==> src/rtl/vend_ctrl.sv <==
// vend_ctrl: coin vending sequencing controller.
// Accumulates coin credit, accepts an item A/B selection, runs a req/ack
// handshake with the dispenser and pays leftover credit back as one-unit
// change pulses. Cancel or an idle timeout in CREDIT refunds everything.
//
// Ports:
//   clk          system clock, rising edge
//   rst          asynchronous active-low reset
//   coin[1:0]    01 = 1 unit, 10 = 2 units, 11 invalid, 00 none (per-cycle strobe)
//   sel[1:0]     01 item A, 10 item B, 00/11 no selection
//   cancel       refund request, sampled every cycle
//   disp_ack     dispenser done
//   disp_req     dispense request, held until ack
//   disp_item    selected item, valid while disp_req = 1
//   change       one pulse per unit returned
//   coin_reject  one-cycle pulse when a coin is not credited
//   credit       current credit
//   busy         high while dispensing or paying change
module vend_ctrl #(
  parameter int unsigned CREDIT_W   = 4,
  parameter int unsigned PRICE_A    = 3,
  parameter int unsigned PRICE_B    = 4,
  parameter int unsigned MAX_CREDIT = 7,
  parameter int unsigned TIMEOUT    = 200
) (
  input  logic                clk,
  input  logic                rst,
  input  logic [1:0]          coin,
  input  logic [1:0]          sel,
  input  logic                cancel,
  input  logic                disp_ack,
  output logic                disp_req,
  output logic [1:0]          disp_item,
  output logic                change,
  output logic                coin_reject,
  output logic [CREDIT_W-1:0] credit,
  output logic                busy
);

  localparam int unsigned SUM_W  = CREDIT_W + 1;
  localparam int unsigned TCNT_W = $clog2(TIMEOUT + 1);

  typedef enum logic [1:0] {
    S_IDLE     = 2'd0,
    S_CREDIT   = 2'd1,
    S_DISPENSE = 2'd2,
    S_CHANGE   = 2'd3
  } state_t;

  state_t              state, state_nxt;
  logic [TCNT_W-1:0]   tcnt, tcnt_nxt, tcnt_inc;
  logic [SUM_W-1:0]    coin_val, coin_sum;
  logic [CREDIT_W-1:0] price;
  logic                coin_ok, sel_ok, tmo_hit;

  logic [CREDIT_W-1:0] credit_nxt;
  logic                disp_req_nxt, change_nxt, coin_reject_nxt, busy_nxt;
  logic [1:0]          disp_item_nxt;

  // Coin value and overflow check in a sum one bit wider than credit
  always_comb begin
    coin_val = '0;
    case (coin)
      2'b01:   coin_val = SUM_W'(1);
      2'b10:   coin_val = SUM_W'(2);
      default: coin_val = '0;
    endcase
    coin_sum = {1'b0, credit} + coin_val;
    coin_ok  = (coin_val != '0) && (coin_sum <= SUM_W'(MAX_CREDIT));
  end

  // Selection is acted on only when it names an item the credit can pay for
  always_comb begin
    price  = (sel == 2'b01) ? CREDIT_W'(PRICE_A) : CREDIT_W'(PRICE_B);
    sel_ok = ((sel == 2'b01) || (sel == 2'b10)) && (credit >= price);
  end

  assign tcnt_inc = tcnt + TCNT_W'(1);
  assign tmo_hit  = (tcnt_inc == TCNT_W'(TIMEOUT));

  // State register
  always_ff @(posedge clk or negedge rst) begin
    if (!rst) state <= S_IDLE;
    else      state <= state_nxt;
  end

  // Next-state logic
  always_comb begin
    state_nxt = state;
    case (state)
      S_IDLE: begin
        if (coin_ok) state_nxt = S_CREDIT;
      end
      S_CREDIT: begin
        if (cancel)                 state_nxt = S_CHANGE;
        else if (sel_ok)            state_nxt = S_DISPENSE;
        else if (!coin_ok && tmo_hit) state_nxt = S_CHANGE;
      end
      S_DISPENSE: begin
        if (disp_ack) state_nxt = (credit != '0) ? S_CHANGE : S_IDLE;
      end
      S_CHANGE: begin
        if (credit == '0) state_nxt = S_IDLE;
      end
      default: state_nxt = S_IDLE;
    endcase
  end

  // Next values of the registered outputs, credit and timeout counter
  always_comb begin
    credit_nxt      = credit;
    tcnt_nxt        = tcnt;
    disp_req_nxt    = disp_req;
    disp_item_nxt   = disp_item;
    change_nxt      = 1'b0;
    coin_reject_nxt = (coin != 2'b00);
    busy_nxt        = (state_nxt == S_DISPENSE) || (state_nxt == S_CHANGE);
    case (state)
      S_IDLE: begin
        tcnt_nxt = '0;
        if (coin_ok) begin
          credit_nxt      = coin_sum[CREDIT_W-1:0];
          coin_reject_nxt = 1'b0;
        end
      end
      S_CREDIT: begin
        // cancel > valid selection > coin; a coin alongside either is rejected
        if (cancel) begin
          tcnt_nxt = '0;
        end else if (sel_ok) begin
          credit_nxt    = credit - price;
          disp_req_nxt  = 1'b1;
          disp_item_nxt = sel;
          tcnt_nxt      = '0;
        end else if (coin_ok) begin
          credit_nxt      = coin_sum[CREDIT_W-1:0];
          coin_reject_nxt = 1'b0;
          tcnt_nxt        = '0;
        end else begin
          tcnt_nxt = tmo_hit ? '0 : tcnt_inc;
        end
      end
      S_DISPENSE: begin
        if (disp_ack) begin
          disp_req_nxt  = 1'b0;
          disp_item_nxt = 2'b00;
        end
      end
      S_CHANGE: begin
        if (credit != '0) begin
          change_nxt = 1'b1;
          credit_nxt = credit - CREDIT_W'(1);
        end
      end
      default: ;
    endcase
  end

  // Output and datapath registers
  always_ff @(posedge clk or negedge rst) begin
    if (!rst) begin
      credit      <= '0;
      tcnt        <= '0;
      disp_req    <= 1'b0;
      disp_item   <= 2'b00;
      change      <= 1'b0;
      coin_reject <= 1'b0;
      busy        <= 1'b0;
    end else begin
      credit      <= credit_nxt;
      tcnt        <= tcnt_nxt;
      disp_req    <= disp_req_nxt;
      disp_item   <= disp_item_nxt;
      change      <= change_nxt;
      coin_reject <= coin_reject_nxt;
      busy        <= busy_nxt;
    end
  end

endmodule
==> config.mk <==
export PLATFORM = sky130hd
export DESIGN_NAME = vend_ctrl
export DESIGN_NICKNAME = d
export VERILOG_FILES = /design/src/rtl/vend_ctrl.sv
export SDC_FILE = /design/constraint.sdc
export NUM_CORES = 1
export LEC_CHECK = 0
export CAP_MARGIN = 20
export CORE_ASPECT_RATIO = 0.75
export CORE_MARGIN = 5
export CORE_UTILIZATION = 45
export CTS_CLUSTER_DIAMETER = 120
export CTS_CLUSTER_SIZE = 16
export DETAILED_ROUTE_END_ITERATION = 8
export PLACE_DENSITY = 0.67
export SYNTH_ARGS = -nofsm -noshare
export SYNTH_HDL_FRONTEND = slang
export SYNTH_SLANG_ARGS = --single-unit
export TNS_END_PERCENT = 20
==> constraint.sdc <==
create_clock -name clk -period 3.4 [get_ports clk]
set_clock_uncertainty 0.15 [all_clocks]
set_input_delay 0.68 -clock clk [delete_from_list [all_inputs] [get_ports clk]]
set_output_delay 0.68 -clock clk [all_outputs]
set_load 0.1 [all_outputs]
### Yosys cells after proc, flatten, opt, wreduce, memory -nomap -nowiden

Index checks and enable logic that the tools add are counted.

| cells by class | value |
|---|---|
| add/sub/neg operators | 4 |
| order comparisons | 2 |
| eq/ne operators | 14 |
| mux-type cells | 34 |
| reductions and logical operators | 16 |

Operators by type and width:

| kind | count |
|---|---|
| 8-bit 2-to-1 mux | 4 |
| 2-bit 2-to-1 mux | 10 |
| 4-bit 2-to-1 mux | 4 |
| 8-bit case mux with 2 select lines | 1 |
| 2-bit == test (second input constant) | 6 |
| 4-bit case mux with 3 select lines | 1 |
| 8-bit by 1-bit adder with 8-bit output (second input constant) | 1 |
| 8-bit == test (second input constant) | 1 |
| 1-bit 2-to-1 mux | 8 |
| 2-bit != test (second input constant) | 4 |
| 2-bit case mux with 2 select lines | 2 |
| 2-bit case mux with 4 select lines | 1 |
| 2-bit by 1-bit == test with 1-bit output (second input constant) | 3 |
| 2-bit nonzero test | 3 |
| 4-bit by 5-bit adder with 5-bit output | 1 |
| 5-bit by 3-bit less-or-equal comparator with 1-bit output (second input constant) | 1 |
| 5-bit nonzero test | 1 |
| 4-bit by 3-bit >= comparator with 1-bit output | 1 |
| 4-bit zero test | 1 |
| 1-bit case mux with 2 select lines | 2 |
| 4-bit AND reduction | 1 |
| 4-bit nonzero test | 1 |
| 4-bit by 1-bit subtractor with 4-bit output (second input constant) | 1 |
| 4-bit by 3-bit subtractor with 4-bit output | 1 |
| 7 further kinds | 10 |

| word-level totals | value |
|---|---|
| bits in registers | 20 |
| input port bits | 8 |
| output and inout bits | 10 |
| word-level logic and storage cells | 78 |

### Depth between registers and ports, before layout

| depth | value |
|---|---|
| word-level depth | 13 |
| mapped depth | 11 |

### Worst setup path after synthesis

No wires, ideal clock.

| path | value |
|---|---|
| kind | reg2reg |
| start point | reg credit[0] |
| end point | reg tcnt[5] |
| setup time | 82 ps |
| data arrival time | 2721 ps |
| required time | 3168 ps |
| path slack | 447 ps |
| stages on the path, launching flop included | 11 |
| buffers on the path | 1 |
| period minus slack after synthesis | 2953 ps |
| cells stage by stage | dfrtp_1 -> inv_1 -> ha_1 -> inv_1 -> fa_1 -> a21o_1 -> a311oi_2 -> nor4b_4 -> buf_4 -> a31oi_1 -> a31oi_1 |

| on the way | value |
|---|---|
| longest elaborated chain between the ends | 7 |

RTL lines:

| item | RTL line | RTL |
|---|---|---|
| start: declaration | 36 | `output logic [CREDIT_W-1:0] credit,` |
| start signal: assignment | 170 | `credit <= credit_nxt;` |
| 4-bit by 5-bit adder with 5-bit output | 68 | `coin_sum = {1'b0, credit} + coin_val;` |
| 5-bit by 3-bit less-or-equal comparator with 1-bit output | 69 | `coin_ok = (coin_val != '0) && (coin_sum <= SUM_W'(MAX_CREDIT));` |
| 1-bit logical AND | 69 |  |
| 8-bit 2-to-1 mux | 135 | `end else if (coin_ok) begin` |
| 8-bit 2-to-1 mux * | 130 | `end else if (sel_ok) begin` |
| 8-bit 2-to-1 mux * | 128 | `if (cancel) begin` |
| 8-bit case mux with 2 select lines * | 118 | `case (state)` |
| end signal: assignment | 171 | `tcnt <= tcnt_nxt;` |
| end: declaration | 51 | `logic [TCNT_W-1:0] tcnt, tcnt_nxt, tcnt_inc;` |

Every way passes the cells marked *; elsewhere a longest branch is shown, timed or not.
A chain may end at the register's enable or synchronous reset.

### Worst setup path in the final report

| path | value |
|---|---|
| start point | in sel[0] |
| end point | reg tcnt[6] |

| on the way | value |
|---|---|
| longest elaborated chain between the ends | 7 |

RTL lines:

| item | RTL line | RTL |
|---|---|---|
| start: declaration | 29 | `input logic [1:0] sel,` |
| 2-bit by 1-bit == test with 1-bit output | 74, 75 |  |
| 3-bit 2-to-1 mux | 74 | `price = (sel == 2'b01) ? CREDIT_W'(PRICE_A) : CREDIT_W'(PRICE_B);` |
| 4-bit by 3-bit >= comparator with 1-bit output | 75 | `sel_ok = ((sel == 2'b01) \|\| (sel == 2'b10)) && (credit >= price);` |
| 1-bit logical AND * | 75 |  |
| 8-bit 2-to-1 mux * | 130 |  |
| 8-bit 2-to-1 mux * | 128 |  |
| 8-bit case mux with 2 select lines * | 118 |  |

Marks and branches as above.

==> summary.txt <==
Final TNS setup -> 0 ns
hold wc startpoint -> disp_req$_DFFE_PN0P_
Primary FF master, synth -> dfrtp_1
Worst R2R Start -> credit[0]$_DFFE_PN0P_
mux share of post-synthesis cell area -> 0.02685
CTS tree -> yes
Worst Setup Start Kind -> primary input
Root Driver -> clkbuf_8
Placer Congestion -> 0.9157
Syn Inst Count -> 169
unrepaired setup endpoints after global routing -> no
vias in the first global route -> 1221
FF-to-FF path depth -> 10
Achievable Freq -> 311.7 MHz
post-route ant nets -> 0
Pins Over Slew Limit -> 0
diode count -> 0
Synth Area in Compound Gates -> 0.2139
leakage power -> 0.7644 nW
Pint -> 705.7 uW
wire per inst -> 15.86 um
final setup violation count -> 0
HPWL Detailed -> 2.724 mm
Post-synth ARST share -> 1.000
core area -> 3243 um2
status -> completed
hold path endpoint -> disp_req$_DFFE_PN0P_
combinational power share -> 0.639
Flop pwr share -> 0.260
hold depth -> 1
sequential share of the synthesized area -> 0.3188
syn nets -> 190
final hold violations -> 0
share of layout cells above drive strength 1 -> 0.1237
FF-to-FF End -> tcnt[6]$_DFFE_PN0N_
routed wire length -> 3.584 mm
first-pass GRT wire length -> 6.175 mm
Pwr Density -> 953.5 nW/um2
Slew @ Worst Pin -> 0.8780 ns
later-pin clock latency in the skew report -> 0.26 ns
TritonCTS buffer count -> 3
Yosys Warn Count -> 0
initial antenna violation count -> 0
Post-CTS Setup Bufs -> 0
hold buffers post-CTS -> 0
Seq cells post-synth -> 19
IO buf count -> 17
Tot GR Track Use -> 0.1730
detail-routed via count per cell -> 5.677
sw frac -> 0.5660
Post-synth EDFFs -> 0
number of nets in the layout -> 208
io pins -> 18
Post-Synth Simple-Gate Area -> 0.2215
Clock transition at path regs -> 0.08 ns
Starting Density -> 0.4599
worst hold path type -> reg2reg
clock power share -> 0.101
CP endpoint kind -> register
initial DRC count -> 138
total power -> 1.626 mW
Util after Layout -> 0.5258
largest net degree at the start of global routing -> 20
post_cts resized -> 0
Synth Area in Adders -> 0.1191
crit-path max FO -> 13
Final min period -> 3.208 ns
worst setup path category -> in2reg
Worst EP required -> 3.44 ns
maximum vdd ir drop -> 376.1 uV
number of distinct library cells after synthesis -> 47
NetSw -> 920.3 uW
H-tree depth -> 1
grt total ovfl -> 0
vias after detailed routing -> 1283
Die W -> 76.48 um
Die Y-Extent -> 59.86 um
Synth Area in XOR/XNOR -> 0.02349
area grow syn2layout -> 14.35%
die area -> 4577 um2
Cell Area, Synth -> 1491 um2
Residual DRC -> 0
clk sinks -> 19
largest family of logic cells by synthesized area -> simple AND/OR/NAND/NOR gates
CP arrival -> 3.25 ns
FP Rows -> 18
r2r setup slk -> 0.73 ns
Final Cycle Share -> 0.9436
Pre-antenna DRT Iters -> 4
Max-cap violations -> 0
Slew HR -> 0.4129
Syn Area/Cell -> 8.825 um2
Clock Path Buffers -> 2
==> synth_stat cells (2+ instances only) <==
library cell  instances  area, um2
xnor2_1               2      17.52
nor2_1               12      45.04
o221ai_1              2      17.52
nand4_1               4      25.02
a22o_1                2      17.52
or4_1                 2      15.01
nand2_1              15      56.30
a21o_1                6      45.04
a31oi_1               7      43.79
buf_6                 3      33.78
and3_1                2      12.51
or2_1                 2      12.51
inv_1                15      56.30
nand3_1              11      55.05
ha_1                 11      137.6
a21oi_1               6      30.03
xor2_1                2      17.52
a221o_1               3      30.03
mux2i_1               4      40.04
o22ai_1               3      18.77
or2_2                 2      12.51
fa_1                  2      40.04
nor2b_1               2      12.51
dfrtp_1              19      475.5
clkbuf_1              3      11.26
o21ai_0               6      30.03
==> flip-flops by register name (all words and copies together), names as in the netlist <==
| register | flops |
|---|---|
| change | 1 |
| tcnt | 8 |
| state | 2 |
| credit | 4 |
| disp_req | 1 |
| coin_reject | 1 |
| disp_item | 2 |
==> kinds of logic after synthesis <==
kind of cell               count (synthesis)
xor gates and xnor gates                   4
buffers and inverters                     23
DFF                                       19
AOI/OAI and AO/OA                         45
and+or+nand+nor                           61
adders and majority gates                 13
muxes                                      4
==> per-stage QoR <==
| step | cells | instance area, um2 | hold WS, ns | setup WS (ns) |
|---|---|---|---|---|
| after global routing | 226 | 1705 | 0.3600 | 0.04689 |
| after floorplan | 169 | 1491 | 0.2344 | 0.4473 |
| final | 226 | 1705 | 0.3354 | 0.1919 |
| after detailed placement | 222 | 1659 | 0.3209 | -0.05844 |
| after global placement | 222 | 1659 | 0.3191 | 0.01156 |
| after CTS | 226 | 1705 | 0.3391 | 0.2154 |
==> power by group through the flow <==
stage | registers, mW | logic [mW] | clock network, mW
floorplan | 0.724 | 0.485 | 0
global placement | 0.423 | 1.02 | 0
detailed placement | 0.425 | 1.03 | 0
CTS | 0.420 | 1.04 | 0.171
global route | 0.441 | 1.12 | 0.183
finish | 0.422 | 1.04 | 0.164
==> placed cells by master (no fill, tap or decap), types with 3 or more instances in the layout <==
cell type	n
inv_1	15
buf_4	14
nor2_1	12
dfrtp_1	19
nand3_1	11
mux2i_1	4
o21ai_0	6
clkdlybuf4s50_1	7
a21oi_1	6
clkbuf_8	3
a31oi_1	7
o22ai_1	3
a221o_1	3
nand2_1	15
nand4_1	4
a21o_1	6
ha_1	11
==> layer usage <==
| metal | part of all wire | vias up | track usage | routed length (um) |
|---|---|---|---|---|
| met5 | 0 | - | 0 | 0 |
| met4 | 0.013 | 0 | 0.04738 | 46 |
| met3 | 0.065 | 4 | 0.04669 | 234 |
| met2 | 0.42 | 46 | 0.2500 | 1503 |
| met1 | 0.50 | 579 | 0.2537 | 1799 |
| li1 | - | 654 | - | - |
==> cell type report <==
| cell class | instances | area (um2) |
|---|---|---|
| Tap cell | 40 | 50.05 |
| Multi-Input combinational cell | 127 | 902.1 |
| Sequential cell | 19 | 475.5 |
| Clock buffer | 3 | 41.29 |
| Fill cell | 303 | 1538 |
| Inverter | 15 | 56.30 |
| Timing Repair Buffer | 21 | 175.2 |
| Clock inverter | 1 | 5.005 |
==> critical path: stages <==
cell	delay [ns]
clkdlybuf4s50_1	0.49
ha_1	0.21
ha_1	0.19
inv_1	0.06
fa_1	0.40
a21o_1	0.19
a311oi_2	0.31
nor4b_4	0.23
buf_4	0.22
a31oi_1	0.10
o22ai_1	0.18
==> worst max path at each step <==
stage	startpoint	to	slack, ns	depth (start not counted)
after floorplan	credit[0]$_DFFE_PN0P_	tcnt[5]$_DFFE_PN0N_	0.45	10
after global placement	sel[0]	credit[3]$_DFFE_PN0P_	0.01	11
after detailed placement	sel[0]	tcnt[6]$_DFFE_PN0N_	-0.06	11
after CTS	sel[0]	tcnt[6]$_DFFE_PN0N_	0.22	11
after global routing	sel[1]	tcnt[7]$_DFFE_PN0N_	0.05	12
final	sel[0]	tcnt[6]$_DFFE_PN0N_	0.19	11
No activity file was read; power rests on OpenSTA's default activity.
